==> config.mk <==
export PLATFORM = sky130hd
export DESIGN_NAME = bf_mem_responder
export DESIGN_NICKNAME = d
export VERILOG_FILES = /design/src/rtl/bf_pkg.sv /design/src/rtl/bf_mem_array.sv /design/src/rtl/bf_mem_responder.sv
export SDC_FILE = /design/constraint.sdc
export NUM_CORES = 2
export LEC_CHECK = 0
export CORE_UTILIZATION = 45
export CTS_CLUSTER_SIZE = 10
export DETAILED_ROUTE_END_ITERATION = 12
export SETUP_SLACK_MARGIN = 0.15
export SYNTH_ARGS = -nofsm -noshare
export SYNTH_HDL_FRONTEND = slang
export SYNTH_SLANG_ARGS = --single-unit
export TNS_END_PERCENT = 100
==> constraint.sdc <==
create_clock -name clk -period 8.4 [get_ports clk]
set_clock_uncertainty 0.1 [all_clocks]
set_input_delay 1.68 -clock clk [delete_from_list [all_inputs] [get_ports clk]]
set_output_delay 1.68 -clock clk [all_outputs]
set_load 0.02 [all_outputs]
==> src/rtl/bf_pkg.sv <==
// Shared encodings for the byte-memory responder: FSM states, host commands
// and the processor output-enable patterns.
package bf_pkg;

  typedef enum logic [1:0] {
    ST_IDLE = 2'b00,
    ST_LOAD = 2'b01,
    ST_RUN  = 2'b10,
    ST_DUMP = 2'b11
  } state_e;

  typedef enum logic [1:0] {
    CMD_NONE = 2'b00,
    CMD_LOAD = 2'b01,
    CMD_RUN  = 2'b10,
    CMD_DUMP = 2'b11
  } host_cmd_e;

  localparam logic [7:0] OE_READ  = 8'h00;
  localparam logic [7:0] OE_WRITE = 8'hFF;

  // Any output-enable pattern other than all-read or all-write is a bus fault.
  function automatic logic oe_malformed(input logic [7:0] oe);
    return (oe != OE_READ) && (oe != OE_WRITE);
  endfunction

endpackage

==> src/rtl/bf_mem_array.sv <==
// Byte array with one synchronous write port and two combinational read ports
// (processor side and dump side).
module bf_mem_array #(
  parameter int ADDR_W = 8
) (
  input  logic              clk,
  input  logic              i_we,
  input  logic [ADDR_W-1:0] i_waddr,
  input  logic [7:0]        i_wdata,
  input  logic [ADDR_W-1:0] i_raddr_a,
  output logic [7:0]        o_rdata_a,
  input  logic [ADDR_W-1:0] i_raddr_b,
  output logic [7:0]        o_rdata_b
);

  logic [7:0] r_mem [2**ADDR_W];

  // NOTE: the storage array has no reset so it maps onto plain RAM; its
  // contents must survive rst_n, which only abandons the transfer in flight.
  always_ff @(posedge clk) begin
    if (i_we) r_mem[i_waddr] <= i_wdata;
  end

  assign o_rdata_a = r_mem[i_raddr_a];
  assign o_rdata_b = r_mem[i_raddr_b];

endmodule

==> src/rtl/bf_mem_responder.sv <==
// Host-controlled memory for a small processor: the host loads a program,
// lets the processor run against the memory, then dumps the whole array.
module bf_mem_responder
  import bf_pkg::*;
#(
  parameter int ADDR_W    = 8,
  parameter int LOAD_BASE = 0
) (
  input  logic              clk,
  input  logic              rst_n,
  input  logic [ADDR_W-1:0] bus_addr,
  input  logic [7:0]        bus_wdata,
  input  logic [7:0]        bus_oe,
  output logic [7:0]        bus_rdata,
  output logic              cpu_ena,
  input  logic [1:0]        host_cmd,
  input  logic              in_valid,
  output logic              in_ready,
  input  logic [7:0]        in_data,
  input  logic              in_last,
  output logic              out_valid,
  input  logic              out_ready,
  output logic [7:0]        out_data,
  output logic              bus_err,
  output logic [1:0]        state_o
);

  localparam logic [ADDR_W-1:0] LOAD_PTR = ADDR_W'(LOAD_BASE);
  localparam logic [ADDR_W-1:0] TOP_ADDR = '1;

  state_e            r_state;
  state_e            w_state_nxt;
  logic [ADDR_W-1:0] r_ptr;
  logic [ADDR_W-1:0] w_ptr_nxt;
  logic              r_bus_err;
  logic              w_err_set;
  logic              w_we;
  logic [ADDR_W-1:0] w_waddr;
  logic [7:0]        w_wdata;
  logic [7:0]        w_bus_rd;
  logic [7:0]        w_dump_rd;
  host_cmd_e         w_cmd;

  assign w_cmd = host_cmd_e'(host_cmd);

  bf_mem_array #(.ADDR_W(ADDR_W)) u_mem (
    .clk       (clk),
    .i_we      (w_we),
    .i_waddr   (w_waddr),
    .i_wdata   (w_wdata),
    .i_raddr_a (bus_addr),
    .o_rdata_a (w_bus_rd),
    .i_raddr_b (r_ptr),
    .o_rdata_b (w_dump_rd)
  );

  // NOTE: every signal gets its default before the case so no path leaves a
  // value unassigned, which would otherwise infer a latch.
  always_comb begin
    w_state_nxt = r_state;
    w_ptr_nxt   = r_ptr;
    w_we        = 1'b0;
    w_waddr     = r_ptr;
    w_wdata     = in_data;
    w_err_set   = 1'b0;
    unique case (r_state)
      ST_IDLE: begin
        unique case (w_cmd)
          CMD_LOAD: begin
            w_state_nxt = ST_LOAD;
            w_ptr_nxt   = LOAD_PTR;
          end
          CMD_RUN:  w_state_nxt = ST_RUN;
          CMD_DUMP: begin
            w_state_nxt = ST_DUMP;
            w_ptr_nxt   = '0;
          end
          default:  w_state_nxt = ST_IDLE;
        endcase
      end
      ST_LOAD: begin
        // in_ready is high throughout LOAD, so in_valid alone is the handshake.
        if (in_valid) begin
          w_we      = 1'b1;
          w_ptr_nxt = r_ptr + 1'b1;
          if (in_last) w_state_nxt = ST_IDLE;
        end
      end
      ST_RUN: begin
        if (bus_oe == OE_WRITE) begin
          w_we    = 1'b1;
          w_waddr = bus_addr;
          w_wdata = bus_wdata;
        end
        w_err_set = oe_malformed(bus_oe);
        if (w_cmd == CMD_NONE) w_state_nxt = ST_IDLE;
      end
      ST_DUMP: begin
        if (out_ready) begin
          w_ptr_nxt = r_ptr + 1'b1;
          if (r_ptr == TOP_ADDR) w_state_nxt = ST_IDLE;
        end
      end
      default: w_state_nxt = ST_IDLE;
    endcase
  end

  // NOTE: sequential state uses non-blocking assignments so every register
  // samples pre-edge values regardless of statement order.
  always_ff @(posedge clk or negedge rst_n) begin
    if (!rst_n) begin
      r_state   <= ST_IDLE;
      r_ptr     <= '0;
      r_bus_err <= 1'b0;
    end else begin
      r_state   <= w_state_nxt;
      r_ptr     <= w_ptr_nxt;
      if (w_err_set) r_bus_err <= 1'b1;
    end
  end

  // Outputs decode straight from the registered state so reset clears them at once.
  assign cpu_ena   = (r_state == ST_RUN);
  assign in_ready  = (r_state == ST_LOAD);
  assign out_valid = (r_state == ST_DUMP);
  assign out_data  = w_dump_rd;
  assign bus_rdata = cpu_ena ? w_bus_rd : 8'h00;
  assign bus_err   = r_bus_err;
  assign state_o   = r_state;

endmodule

==> results.py <==
metrics = {
    "sta": {
        "worstMarginPinSlew_ns": 1.61,
        "slew_viol_final": 18,
        "finalSetupViolCount": 0,
        "tns_ns": 0,
        "fmax_mhz": 123,
        "period_needed_ns": 8.10,
        "slew_headroom_pct": -7.51,
        "fin_crit_sh_pct": 96.5,
        "rsz0062_at_grt": "false",
        "hold_viol_final": 0,
    },
    "layout": {
        "design_area_mm2": 0.108,
        "layout-drive-gt1-share_pct": 26.1,
        "final_core_util_pct": 49.9,
        "fin_nets": 5377,
        "synthToLayoutAreaGrowth_pct": 10.1,
    },
    "critical_path": {
        "worstPathArrival_ns": 6.32,
        "critPathRequiredTime_ns": 6.62,
        "critPathKind": "in2out",
        "r2r_cells": 5,
        "reg2reg_slack_ns": 3.03,
        "end_kind": "output pin",
        "r2r-end": "u_mem.r_mem[111][4]",
        "critical_path.max_fanout": 18,
        "start_kind": "primary input",
        "r2r-start": "r_ptr[3]",
    },
    "yosys": {
        "synth-seq-cells": 2059,
        "synth_area_mm2": 0.0985,
        "synth_nets": 5256,
        "synthCells": 5211,
        "syn_avg_cell_area_um2": 18.9,
        "ys_top_cells_by_area": "edfxtp_1 (62%), mux4_2 (19%), mux2i_1 (3.8%)",
        "yosysSeqAreaShare_pct": 62.7,
        "synth_most_common_cell": "edfxtp_1",
        "synth_top_area_cell": "edfxtp_1",
        "ys_types": 77,
        "yosys_warnings": 0,
        "synth_top_area_share_pct": 62.4,
        "synthArstFlopShare_pct": 0.534,
        "synthTopCellsByCount": "edfxtp_1 (2048), mux4_2 (842), mux2i_1 (378)",
        "synth-edff-count": 2048,
        "synth_ff_type": "edfxtp_1",
    },
    "placed_design": {
        "dp_hpwl_um": 231000,
        "place_congestion": 1.01,
        "port_buffers": 60,
        "dpl_cell_area_mm2": 0.102,
    },
    "global_routing": {
        "grt_pass1_wl_um": 483000,
        "grtUsageMet3_pct": 10.1,
        "grt_pass1_vias": 57893,
        "grt_max_degree": 176,
        "grt_overflow": 0,
        "met1_usage_pct": 42.4,
        "busiest_layer": "met2",
        "grt_use_met2_pct": 45.8,
        "gr-usage-all-layers_pct": 31.7,
        "antenna_found_initial": 28,
    },
    "die": {
        "dieArea_mm2": 0.221,
        "die_w_um": 470,
        "initial_utilization_pct": 45.3,
        "design.portCount": 61,
        "core_mm2": 0.217,
        "fp.dieH_um": 470,
        "row_count": 171,
    },
    "run_status": {
        "outcome": "complete, but fails checks",
        "violations": "capacitance limit, slew limit",
    },
    "clock_tree": {
        "clk_path_buf_depth": 3,
        "htreeDepth": 4,
        "tritoncts": "built",
        "ctsHoldBuffers": 0,
        "cts_root_buf": "clkbuf_16",
        "cts_resized": 0,
        "cts_buffers": 230,
        "insertion_delay_ns": 0.91,
        "clk_pin_slew_ns": 0.05,
        "postCtsSetupRepairBufs": 0,
        "numClockSinks": 2059,
    },
    "routing": {
        "firstDrtPassIters": 6,
        "drc_errors": 0,
        "via_per_inst": 7.24,
        "detail-route-antenna-nets": 0,
        "vias": 59905,
        "drtIter0Drc": 10221,
        "routedWlPerCell_um": 42.6,
        "finalWirelength_um": 353000,
    },
    "power": {
        "irDropWorstVdd_mv": 0.220,
        "pwr_density_cell_mw_per_mm2": 243,
        "leakagePower_nw": 33.2,
    },
    "run": {
        "drv_cap": 2,
    },
    "min_path": {
        "hold_class": "reg2reg",
        "worstHoldEndpoint": "bus_err",
        "hold_depth": 1,
        "min_from": "bus_err",
    },
}
==> sequential cells by signal, summed over array words and instances, names as in the netlist <==
register     cells
bus_err          1
state_o          2
r_ptr            8
u_mem.r_mem   2048
==> routing by layer <==
layer  vias to the layer above  share of wire, %
met1                     31865                37
met5                         -             0.053
met3                       941                12
li1                      22636                 -
met4                        26               6.5
met2                      4437                44
==> how the worst max path moves through the flow <==
stage / startpoint / end / slack (ns) / depth (start not counted)
after floorplan: bus_oe[6] / u_mem.r_mem[0][0] / 1.58 / 8
after global placement: bus_addr[5] / bus_rdata[4] / 0.73 / 9
after detailed placement: bus_addr[5] / bus_rdata[4] / 0.76 / 9
after CTS: r_ptr[0] / out_data[6] / 0.60 / 9
after global routing: r_ptr[0] / out_data[6] / 0.27 / 9
final: bus_addr[5] / bus_rdata[4] / 0.30 / 9
==> kinds of logic after synthesis <==
kind of cell / share of synthesized area (%)
compound gates: 4.85
fa+ha+maj: 0.0762
buf+inv: 3.46
flops: 62.7
mux: 25.7
simple gates: 3.22
==> per-stage QoR <==
stage / setup WS [ns] / total power [mW] / hold slack [ns] / std cells
finish: 0.296 / 26.3 / 0.383 / 8279
global route: 0.271 / 26.8 / 0.395 / 8273
CTS: 0.600 / 26.2 / 0.380 / 8270
detailed placement: 0.760 / 17.3 / 0.367 / 7954
global placement: 0.731 / 17.3 / 0.362 / 7954
floorplan: 1.58 / 15.5 / 0.492 / 5211
==> critical path, cell delays in order <==
cell             delay [ns]
clkdlybuf4s50_1        1.09
nand2b_1               0.60
nand2b_1               1.01
a221oi_1               0.24
o21ai_0                0.23
nand4_1                0.32
or4_1                  0.60
o41ai_2                0.23
buf_4                  0.29
==> final cells by class <==
cell class	instances	area [um^2]
fillers	17628	109000
flip-flops and latches	2059	61800
multi-input cells	2717	33500
clock buffers	290	6020
well taps	2854	3570
repair buffers	318	3150
clock inverters	26	355
inverters	6	31.3
diodes	9	22.5
==> power breakdown <==
group / internal, mW / switching [mW]
sequential: 11.3 / 0.127
clock: 4.96 / 4.07
combinational: 2.47 / 3.36
==> layout by cell type, fill, tap and decap left out, types with 8 or more instances in the layout <==
cell	instances
nand2b_1	25
o22ai_1	71
a221oi_1	18
mux2i_1	378
buf_12	50
nor3_1	65
edfxtp_1	2048
nand2_1	135
o2111ai_1	12
nand3_1	28
and3_1	8
clkbuf_1	57
a21oi_1	118
clkdlybuf4s50_1	48
mux4_1	95
o21ai_0	91
nand2_4	9
nor2_1	320
clkbuf_16	231
buf_4	216
or3_1	13
a32oi_1	10
nor4_1	13
nand4_1	13
mux4_2	842
nor2b_1	17
a22o_1	11
a211oi_1	26
o31ai_1	13
clkinv_1	9
or4_1	8
o221ai_1	106
o211ai_1	9
nand3b_1	8
a22oi_1	115
diode_2	9
a31oi_1	27
Power figures use the tool's default switching activity.
